===== config.mk =====
export PLATFORM = sky130hd
export DESIGN_NAME = traffic_light_ctrl
export DESIGN_NICKNAME = d
export VERILOG_FILES = /design/src/rtl/traffic_pkg.sv /design/src/rtl/traffic_light_ctrl_prescaler.sv /design/src/rtl/traffic_light_ctrl.sv
export SDC_FILE = /design/constraint.sdc
export NUM_CORES = 1
export LEC_CHECK = 0
export BUFFER_PORTS_ARGS = -buffer_cell sky130_fd_sc_hd__clkbuf_2
export CORE_MARGIN = 3
export CORE_UTILIZATION = 63
export CTS_BUF_LIST = sky130_fd_sc_hd__clkbuf_8
export DETAILED_ROUTE_END_ITERATION = 6
export PLACE_DENSITY = 0.78
export SLEW_MARGIN = 25
export SYNTH_ARGS = -nofsm -noshare
export SYNTH_HDL_FRONTEND = slang
export SYNTH_SLANG_ARGS = --single-unit

===== constraint.sdc =====
create_clock -name clk -period 2.35 [get_ports clk]
set_input_delay 0.3525 -clock clk [delete_from_list [all_inputs] [get_ports clk]]
set_output_delay 0.3525 -clock clk [all_outputs]
set_load 0.005 [all_outputs]

===== src/rtl/traffic_pkg.sv =====
// Shared state codes, lamp indices and lamp decode for the traffic-light controller.
package traffic_pkg;

   typedef enum logic [2:0] {
      S_GREEN = 3'd0,
      S_YEL1  = 3'd1,
      S_RED   = 3'd2,
      S_YEL2  = 3'd3,
      S_NIGHT = 3'd4
   } state_t;

   localparam int unsigned LD_GREEN  = 0;
   localparam int unsigned LD_YELLOW = 1;
   localparam int unsigned LD_RED    = 2;

   function automatic int unsigned max2(input int unsigned a, input int unsigned b);
      return (a > b) ? a : b;
   endfunction

   // Lamp pattern for a state; unknown codes show red, matching the recovery target.
   function automatic logic [0:2] lamps(input state_t s, input logic blink);
      logic [0:2] l;
      l = '0;
      case (s)
         S_GREEN:        l[LD_GREEN]  = 1'b1;
         S_YEL1, S_YEL2: l[LD_YELLOW] = 1'b1;
         S_NIGHT:        l[LD_YELLOW] = blink;
         default:        l[LD_RED]    = 1'b1;
      endcase
      return l;
   endfunction

endpackage


===== src/rtl/traffic_light_ctrl_prescaler.sv =====
// Divides clk down to a one-cycle tick every DIV cycles.
module tick_prescaler #(
   parameter int unsigned DIV = 50_000_000
) (
   input  logic clk,
   input  logic rst_n,
   output logic tick
);

   localparam int unsigned    DW   = (DIV > 1) ? $clog2(DIV) : 1;
   localparam logic [DW-1:0]  LAST = DW'(DIV - 1);

   logic [DW-1:0] div_cnt;
   logic [DW-1:0] div_nxt;

   // Next divider value: wrap at DIV-1.
   always_comb begin
      div_nxt = (div_cnt == LAST) ? '0 : div_cnt + DW'(1);
   end

   // Tick is registered from the next count so it is high exactly while div_cnt==DIV-1.
   always_ff @(posedge clk or negedge rst_n) begin
      if (!rst_n) begin
         div_cnt <= '0;
         tick    <= 1'b0;
      end else begin
         div_cnt <= div_nxt;
         tick    <= (div_nxt == LAST);
      end
   end

endmodule


===== src/rtl/traffic_light_ctrl.sv =====
// Traffic-light controller: green/yellow/red sequencing with pedestrian green
// shortening and a blinking-yellow night mode, paced by an internal tick prescaler.
module traffic_light_ctrl
   import traffic_pkg::*;
#(
   parameter int unsigned DIV         = 50_000_000,
   parameter int unsigned T_GREEN     = 10,
   parameter int unsigned T_GREEN_MIN = 3,
   parameter int unsigned T_YELLOW    = 2,
   parameter int unsigned T_RED       = 8,
   parameter int unsigned BLINK_T     = 1
) (
   input  logic       clk,
   input  logic       rst_n,
   input  logic       ped_req,
   input  logic       night_en,
   output logic [0:2] ld,
   output logic [2:0] out_state,
   output logic       tick,
   output logic       ped_ack
);

   localparam int unsigned T_MAX = max2(max2(max2(T_GREEN, T_YELLOW), max2(T_RED, BLINK_T)),
                                        T_GREEN_MIN);
   localparam int unsigned CNT_W = $clog2(T_MAX + 1);

   localparam logic [CNT_W-1:0] G_END    = CNT_W'(T_GREEN - 1);
   localparam logic [CNT_W-1:0] GMIN_END = CNT_W'(T_GREEN_MIN - 1);
   localparam logic [CNT_W-1:0] Y_END    = CNT_W'(T_YELLOW - 1);
   localparam logic [CNT_W-1:0] R_END    = CNT_W'(T_RED - 1);
   localparam logic [CNT_W-1:0] B_END    = CNT_W'(BLINK_T - 1);

   state_t           state, state_n;
   logic [CNT_W-1:0] ph_cnt, ph_n;
   logic [CNT_W-1:0] bl_cnt, bl_n;
   logic             blink, blink_n;
   logic             ped_pend, pend_n;
   logic             ack_n;

   tick_prescaler #(.DIV(DIV)) u_presc (
      .clk   (clk),
      .rst_n (rst_n),
      .tick  (tick)
   );

   assign out_state = state;

   // Next-state, phase/blink counters and pedestrian bookkeeping.
   always_comb begin
      state_n = state;
      ph_n    = ph_cnt;
      bl_n    = bl_cnt;
      blink_n = blink;
      pend_n  = ped_pend;
      ack_n   = 1'b0;

      case (state)
         S_GREEN: begin
            if (tick && (ph_cnt == G_END || (ped_pend && ph_cnt >= GMIN_END)))
               state_n = S_YEL1;
         end
         S_YEL1: begin
            if (tick && ph_cnt == Y_END) begin
               state_n = S_RED;
               ack_n   = ped_pend;
            end
         end
         S_RED: begin
            if (tick && ph_cnt == R_END)
               state_n = night_en ? S_NIGHT : S_YEL2;
         end
         S_YEL2: begin
            if (tick && ph_cnt == Y_END)
               state_n = S_GREEN;
         end
         S_NIGHT: begin
            if (tick && !night_en)
               state_n = S_RED;
         end
         default: state_n = S_RED;
      endcase

      // NIGHT keeps ph_cnt parked at 0; its pacing comes from the blink counter.
      if (state_n != state)
         ph_n = '0;
      else if (tick && state != S_NIGHT)
         ph_n = ph_cnt + CNT_W'(1);

      if (state_n != S_NIGHT) begin
         blink_n = 1'b1;
         bl_n    = '0;
      end else if (state == S_NIGHT && tick) begin
         if (bl_cnt == B_END) begin
            blink_n = ~blink;
            bl_n    = '0;
         end else begin
            bl_n = bl_cnt + CNT_W'(1);
         end
      end

      // Clear on RED entry is applied last so it wins over a same-cycle request.
      if (ped_req && state != S_RED && state != S_NIGHT)
         pend_n = 1'b1;
      if (state_n == S_RED && state != S_RED)
         pend_n = 1'b0;
   end

   // State, counters and registered outputs; lamps come from the next-state values.
   always_ff @(posedge clk or negedge rst_n) begin
      if (!rst_n) begin
         state    <= S_RED;
         ph_cnt   <= '0;
         bl_cnt   <= '0;
         blink    <= 1'b1;
         ped_pend <= 1'b0;
         ped_ack  <= 1'b0;
         ld       <= 3'b001;
      end else begin
         state    <= state_n;
         ph_cnt   <= ph_n;
         bl_cnt   <= bl_n;
         blink    <= blink_n;
         ped_pend <= pend_n;
         ped_ack  <= ack_n;
         ld       <= lamps(state_n, blink_n);
      end
   end

endmodule


# ---- Word-level counts from Yosys, hierarchy flattened
# Cells that the tools add are included.
dict set report word_totals {
  output_inout_bits 8
  inputBits 4
  regBits 44
  elab_cells 74
}
dict set report classes {
  n_reduce_logical 20
  order_cmp 1
  eq_ne 17
  muxes 23
  n_bitwise 1
  add_sub_neg 3
}
# op count
set ops {}
lappend ops {{26-bit == test, second input constant} 2}
lappend ops {{26-bit by 1-bit adder with 26-bit output, second input constant} 1}
lappend ops {{26-bit two-way mux} 1}
lappend ops {{4-bit two-way mux} 5}
lappend ops {{3-bit two-way mux} 6}
lappend ops {{3-bit case mux with 5 select lines} 1}
lappend ops {{3-bit by 2-bit == test with 1-bit output, second input constant} 4}
lappend ops {{1-bit logical AND} 10}
lappend ops {{1-bit two-way mux} 9}
lappend ops {{4-bit by 1-bit adder with 4-bit output, second input constant} 2}
lappend ops {{3-bit by 1-bit == test with 1-bit output, second input constant} 2}
lappend ops {{3-bit == test, second input constant} 2}
lappend ops {{3-bit logical NOT} 2}
lappend ops {{3-bit inequality test, second input constant} 2}
lappend ops {{2-bit nonzero test} 3}
lappend ops {{4-bit by 1-bit == test with 1-bit output, second input constant} 1}
lappend ops {{4-bit by 3-bit == test with 1-bit output, second input constant} 1}
lappend ops {{4-bit == test, second input constant} 1}
lappend ops {{4-bit by 2-bit greater-or-equal comparator with 1-bit output, second input constant} 1}
lappend ops {{4-bit logical NOT} 1}
lappend ops {{4-bit OR reduction} 1}
lappend ops {{3-bit by 2-bit inequality test with 1-bit output, second input constant} 1}
lappend ops {{3-bit inequality test} 1}
lappend ops {{1-bit case mux with 2 select lines} 1}
lappend ops {{other kinds (4)} 4}

# ---- Logic depth before layout (Yosys ltp)
dict set report depth {
  depth_word 9
  depth_mapped 8
  ltp_nobuf 8
}

# ---- By module
# A second synthesis with hierarchy kept.
dict set report unflattened {
  cells_unflattened 261
  area_unflattened_um2 2607.5
}
# mod n_inst cells_per_inst seq_area_each_um2 area_per_inst_um2
set by_module_without_submodules {}
lappend by_module_without_submodules {tick_prescaler 1 156 675.6 1532.7}
lappend by_module_without_submodules {traffic_light_ctrl 1 105 429.2 1074.8}

# ---- Worst setup path before layout
# OpenSTA, ideal clock, no wires.
dict set report synth_path {
  path_type {reg-to-reg}
  start {register u_presc.div_cnt[0]}
  end {register u_presc.tick}
  path_buffers 0
  period_less_slack_ps 2079
  path_stages_with_launch 8
  t_required_ps 2239
  setup_slack_ps 271
  setup_ps 111
  arrival_ps 1967
  cell_sequence {dfrtp_1 > ha_1 > nand4_4 > nor4_4 > nand2_1 > xnor2_1 > or2_0 > a2111oi_2}
}
dict set report synth_via {
  elab_chain_len 3
  elab_cells_between_ends 4
  classes_between {add/sub: 1; eq/ne: 2; mux: 1}
}
# item line
set synth_rtl {}
lappend synth_rtl {{from (decl)} traffic_light_ctrl_prescaler.sv:13} ;# logic [DW-1:0] div_cnt;
lappend synth_rtl {{from (signal assigned)} traffic_light_ctrl_prescaler.sv:27} ;# div_cnt <= div_nxt;
lappend synth_rtl {{26-bit by 1-bit adder with 26-bit output or 26-bit == test (tied branches)} traffic_light_ctrl_prescaler.sv:18} ;# div_nxt = (div_cnt == LAST) ? '0 : div_cnt + DW'(1);
lappend synth_rtl {{26-bit two-way mux (*)} traffic_light_ctrl_prescaler.sv:18}
lappend synth_rtl {{named net u_presc.div_nxt[18]} traffic_light_ctrl_prescaler.sv:14} ;# logic [DW-1:0] div_nxt;
lappend synth_rtl {{26-bit == test (*)} traffic_light_ctrl_prescaler.sv:28} ;# tick <= (div_nxt == LAST);
lappend synth_rtl {{to (signal assigned)} traffic_light_ctrl_prescaler.sv:28}
lappend synth_rtl {{to (decl)} traffic_light_ctrl_prescaler.sv:7} ;# output logic tick
# The timed path passes the listed nets; every way through them passes the cells marked *.
# A chain may end at the register's enable or synchronous reset.

# ---- Worst setup path in the final report
dict set report layout_path {
  start {register u_presc.div_cnt[10]}
  end {register u_presc.tick}
}
dict set report layout_via {
  elab_chain_len 3
  elab_cells_between_ends 4
  classes_between {add/sub: 1; eq/ne: 2; mux: 1}
}
# item line
set layout_rtl {}
lappend layout_rtl {{26-bit by 1-bit adder with 26-bit output or 26-bit == test (tied branches)} traffic_light_ctrl_prescaler.sv:18}
lappend layout_rtl {{26-bit two-way mux (*)} traffic_light_ctrl_prescaler.sv:18}
lappend layout_rtl {{26-bit == test (*)} traffic_light_ctrl_prescaler.sv:28}
# Every way passes the cells marked *; elsewhere a longest branch is shown, timed or not.

==> run metrics <==
Post-DRT Antenna Nets=0; H-tree depth=2; Synth Flop Type=dfrtp_1; Final Critical Period=roughly 2.2 ns; vias post-DR=about 2.0k; Final Hold Fails=0; switching portion of total power=between 20% and 30%; Sw Pwr=291.7 uW; Area Overhead vs Synth=8.338%; DP Wirelength=3.514 mm; Vias/cell=6.078; synthesized cell area=approximately 0.0025 mm^2; part of the cycle the worst path needs=95.41%; grt ovf=0; Leak=0.001145 uW; Fin Hold WS=about 0.12 ns; Comb pwr share=roughly 1.4%; Setup crit end kind=flop; synthesized flop and latch total=between 40 and 50; # rows=22; P per Cell Area=~500 mW/mm^2; YS warnings=0; fin area=0.002748 mm^2; first-pass GRT wire length=around 8.8 mm; crit-path max FO=10; Worst-path clk slew=~0.090 ns; nets@finish=~280; Max clock buf depth=2; clk sinks=between 40 and 50; # fillers=284; ys async rst share=100.0%; EDFF count, synth=0; crit path DAT=approximately 2.4 ns; Finished Core Util=~73%; Avg Cell Area, Syn=around 9.6 um^2; largest net degree at the start of global routing=45; Finish-stage setup viols=0; run status=complete, no violations; synthesized net count=approximately 270; Placement Cell Area=~0.0026 mm^2; crit path kind=flop to flop; FF-to-FF Start=u_presc.div_cnt[10]; vias in the first global route=1905; sequential power share=between 50% and 60%; TritonCTS clock tree=built; Die Y=69.45 um; RSZ-0062 raised after global routing=no; startpoint class of the critical path=flop; # hold bufs at CTS=0; Hold Crit Class=input pin to asynchronous set/reset pin; WL final=5.044 mm; Diodes inserted=0; initial antenna violation count=0; initial DRC count=just under 100; Slew @ Worst Pin=around 0.55 ns; clock latency at the later pin of the worst-skew pair=about 0.3 ns; Initial Utilization=67.25%; root buf cell=clkbuf_8; Max-Cap Viols=0; Final Max Tran Viols=0; share of post-route cells with drive strength above 1=around 15%; Port Buffers=11; Remaining DRCs=0; Placeable Area=0.003771 mm^2; WL per Instance=about 16 um; Distinct cells, synth=56; Total GRT Usage=between 20% and 30%; skew final=between 0.009 and 0.01 ns; total CTS buffers=5; Pint=approximately 1100 uW; setup TNS=0 ns; launch point of the critical path=u_presc.div_cnt[10]; die extent in x=69.45 um; relative slew slack=between 60% and 70%; GP Congestion=approximately 0.90; clock share of power=between 40% and 50%; # IOs=12; register area share after synthesis=a little over two fifths; Required @ worst endpoint=2.53 ns; Synth Instances=between 200 and 300; Fmax=0.4460 GHz; die area=approximately 0.0048 mm^2; worst vdd ir=419.9 uV; TritonRoute pass-1 iters=4
layout by cell type, fill, tap and decap left out, drive strengths merged, types with 6 or more instances in the layout:
cell type,count
inv,11
clkbuf,16
nand3,13
nand2,21
ha,6
nand4,18
xnor2,18
xor2,11
nor2,28
a21oi,7
dfrtp,41
nor2b,7
nor4,8
and4,6
layout make-up:
cell class              instances  area, um^2  area share (%)
flip-flops and latches         44        1105           40.21
well taps                      48       60.06           2.186
repair buffers                 15       85.08           3.097
clock buffers                   5       68.82           2.505
inverters                      10       37.54           1.366
multi-input cells             196        1345           48.95
clock inverters                 3       46.29           1.685
cell usage after synthesis (3+ instances only):
| cell | number | area share (%) |
|---|---|---|
| a21oi_1 | 7 | 1.4 |
| and2_1 | 3 | 0.74 |
| and3_1 | 5 | 1.2 |
| and4_1 | 6 | 2.1 |
| buf_2 | 7 | 1.4 |
| clkbuf_1 | 5 | 0.74 |
| dfrtp_1 | 41 | 40 |
| dfstp_2 | 3 | 3.1 |
| ha_1 | 6 | 3.0 |
| inv_1 | 9 | 1.3 |
| nand2_1 | 20 | 3.0 |
| nand2b_1 | 3 | 0.74 |
| nand3_1 | 12 | 2.4 |
| nand4_1 | 17 | 4.2 |
| nor2_1 | 28 | 4.1 |
| nor2b_1 | 7 | 1.7 |
| nor3_1 | 4 | 0.79 |
| nor4_1 | 4 | 0.99 |
| nor4_2 | 3 | 1.5 |
| o21ai_0 | 5 | 0.99 |
| o21bai_1 | 3 | 0.89 |
| xnor2_1 | 18 | 6.2 |
| xor2_1 | 10 | 3.5 |
worst max-delay path, stage by stage, from the launching register on:
cell,delay (ns)
dfrtp_1,0.55
nand4_1,0.33
or3_1,0.50
o311a_1,0.30
a221o_1,0.26
o211ai_1,0.12
a2111oi_2,0.06
cell families after synthesis:
kind of cell / after synthesis / share of synthesized area [%]
xor gates and xnor gates: 29 / 10.31
adders and majority gates: 6 / 2.960
AOI/OAI and AO/OA: 33 / 9.669
DFF: 44 / 43.56
and+or+nand+nor: 126 / 28.81
muxes: 2 / 0.7894
buffers and inverters: 23 / 3.897
layer usage:
metal | vias to the layer above | global-route usage [%] | routed length [um]
met1 | 934 | 28.38 | 2252
met3 | 12 | 4.783 | 228
li1 | 953 | - | -
met4 | 0 | 8.677 | 121
met5 | - | 0 | 0
met2 | 52 | 37.71 | 2442
timing repair:
| item | 4_1_cts | 5_1_grt |
|---|---|---|
| buffers inserted | 0 | 0 |
| resized for setup | 0 | 2 |
| endpoints found under the setup margin | 0 | 2 |
flip-flops by register name, indices dropped and copies added (netlist names):
name and count:
ph_cnt 4, blink 1, u_presc.div_cnt 26, bl_cnt 4, ld 3, out_state 3, ped_ack 1, u_presc.tick 1
ped_pend 1
metrics by stage:
step	setup slack (ns)	cells	power, uW
after CTS	0.1287	321	1385
after global routing	0.007240	321	1418
after global placement	0.1903	313	790.8
after detailed placement	0.1450	313	791.4
after floorplan	0.2715	263	772.4
final	0.1078	321	1372
path summary, 6_finish.rpt:
| kind | to | slack [ns] | depth (start not counted) |
|---|---|---|---|
| worst min register to register | u_presc.div_cnt[9] | 0.54 | 1 |
| min in group clk | ped_pend | 0.41 | 4 |
| worst min-delay path | u_presc.div_cnt[15] | 0.12 | 2 |
| max in group asynchronous | u_presc.div_cnt[24] | 1.85 | 2 |
| worst max register to register | u_presc.tick | 0.11 | 6 |
| worst max-delay path | u_presc.tick | 0.11 | 6 |
power by group through the flow:
stage	combinational [uW]	clock, uW	sequential (uW)
3_3_place_gp	19.3	0	772
4_1_cts	20.0	608	757
5_1_grt	21.7	639	757
2_1_floorplan	0.640	0	772
3_5_place_dp	19.9	0	772
6_report	18.6	597	757
Power figures use the tool's default switching activity.
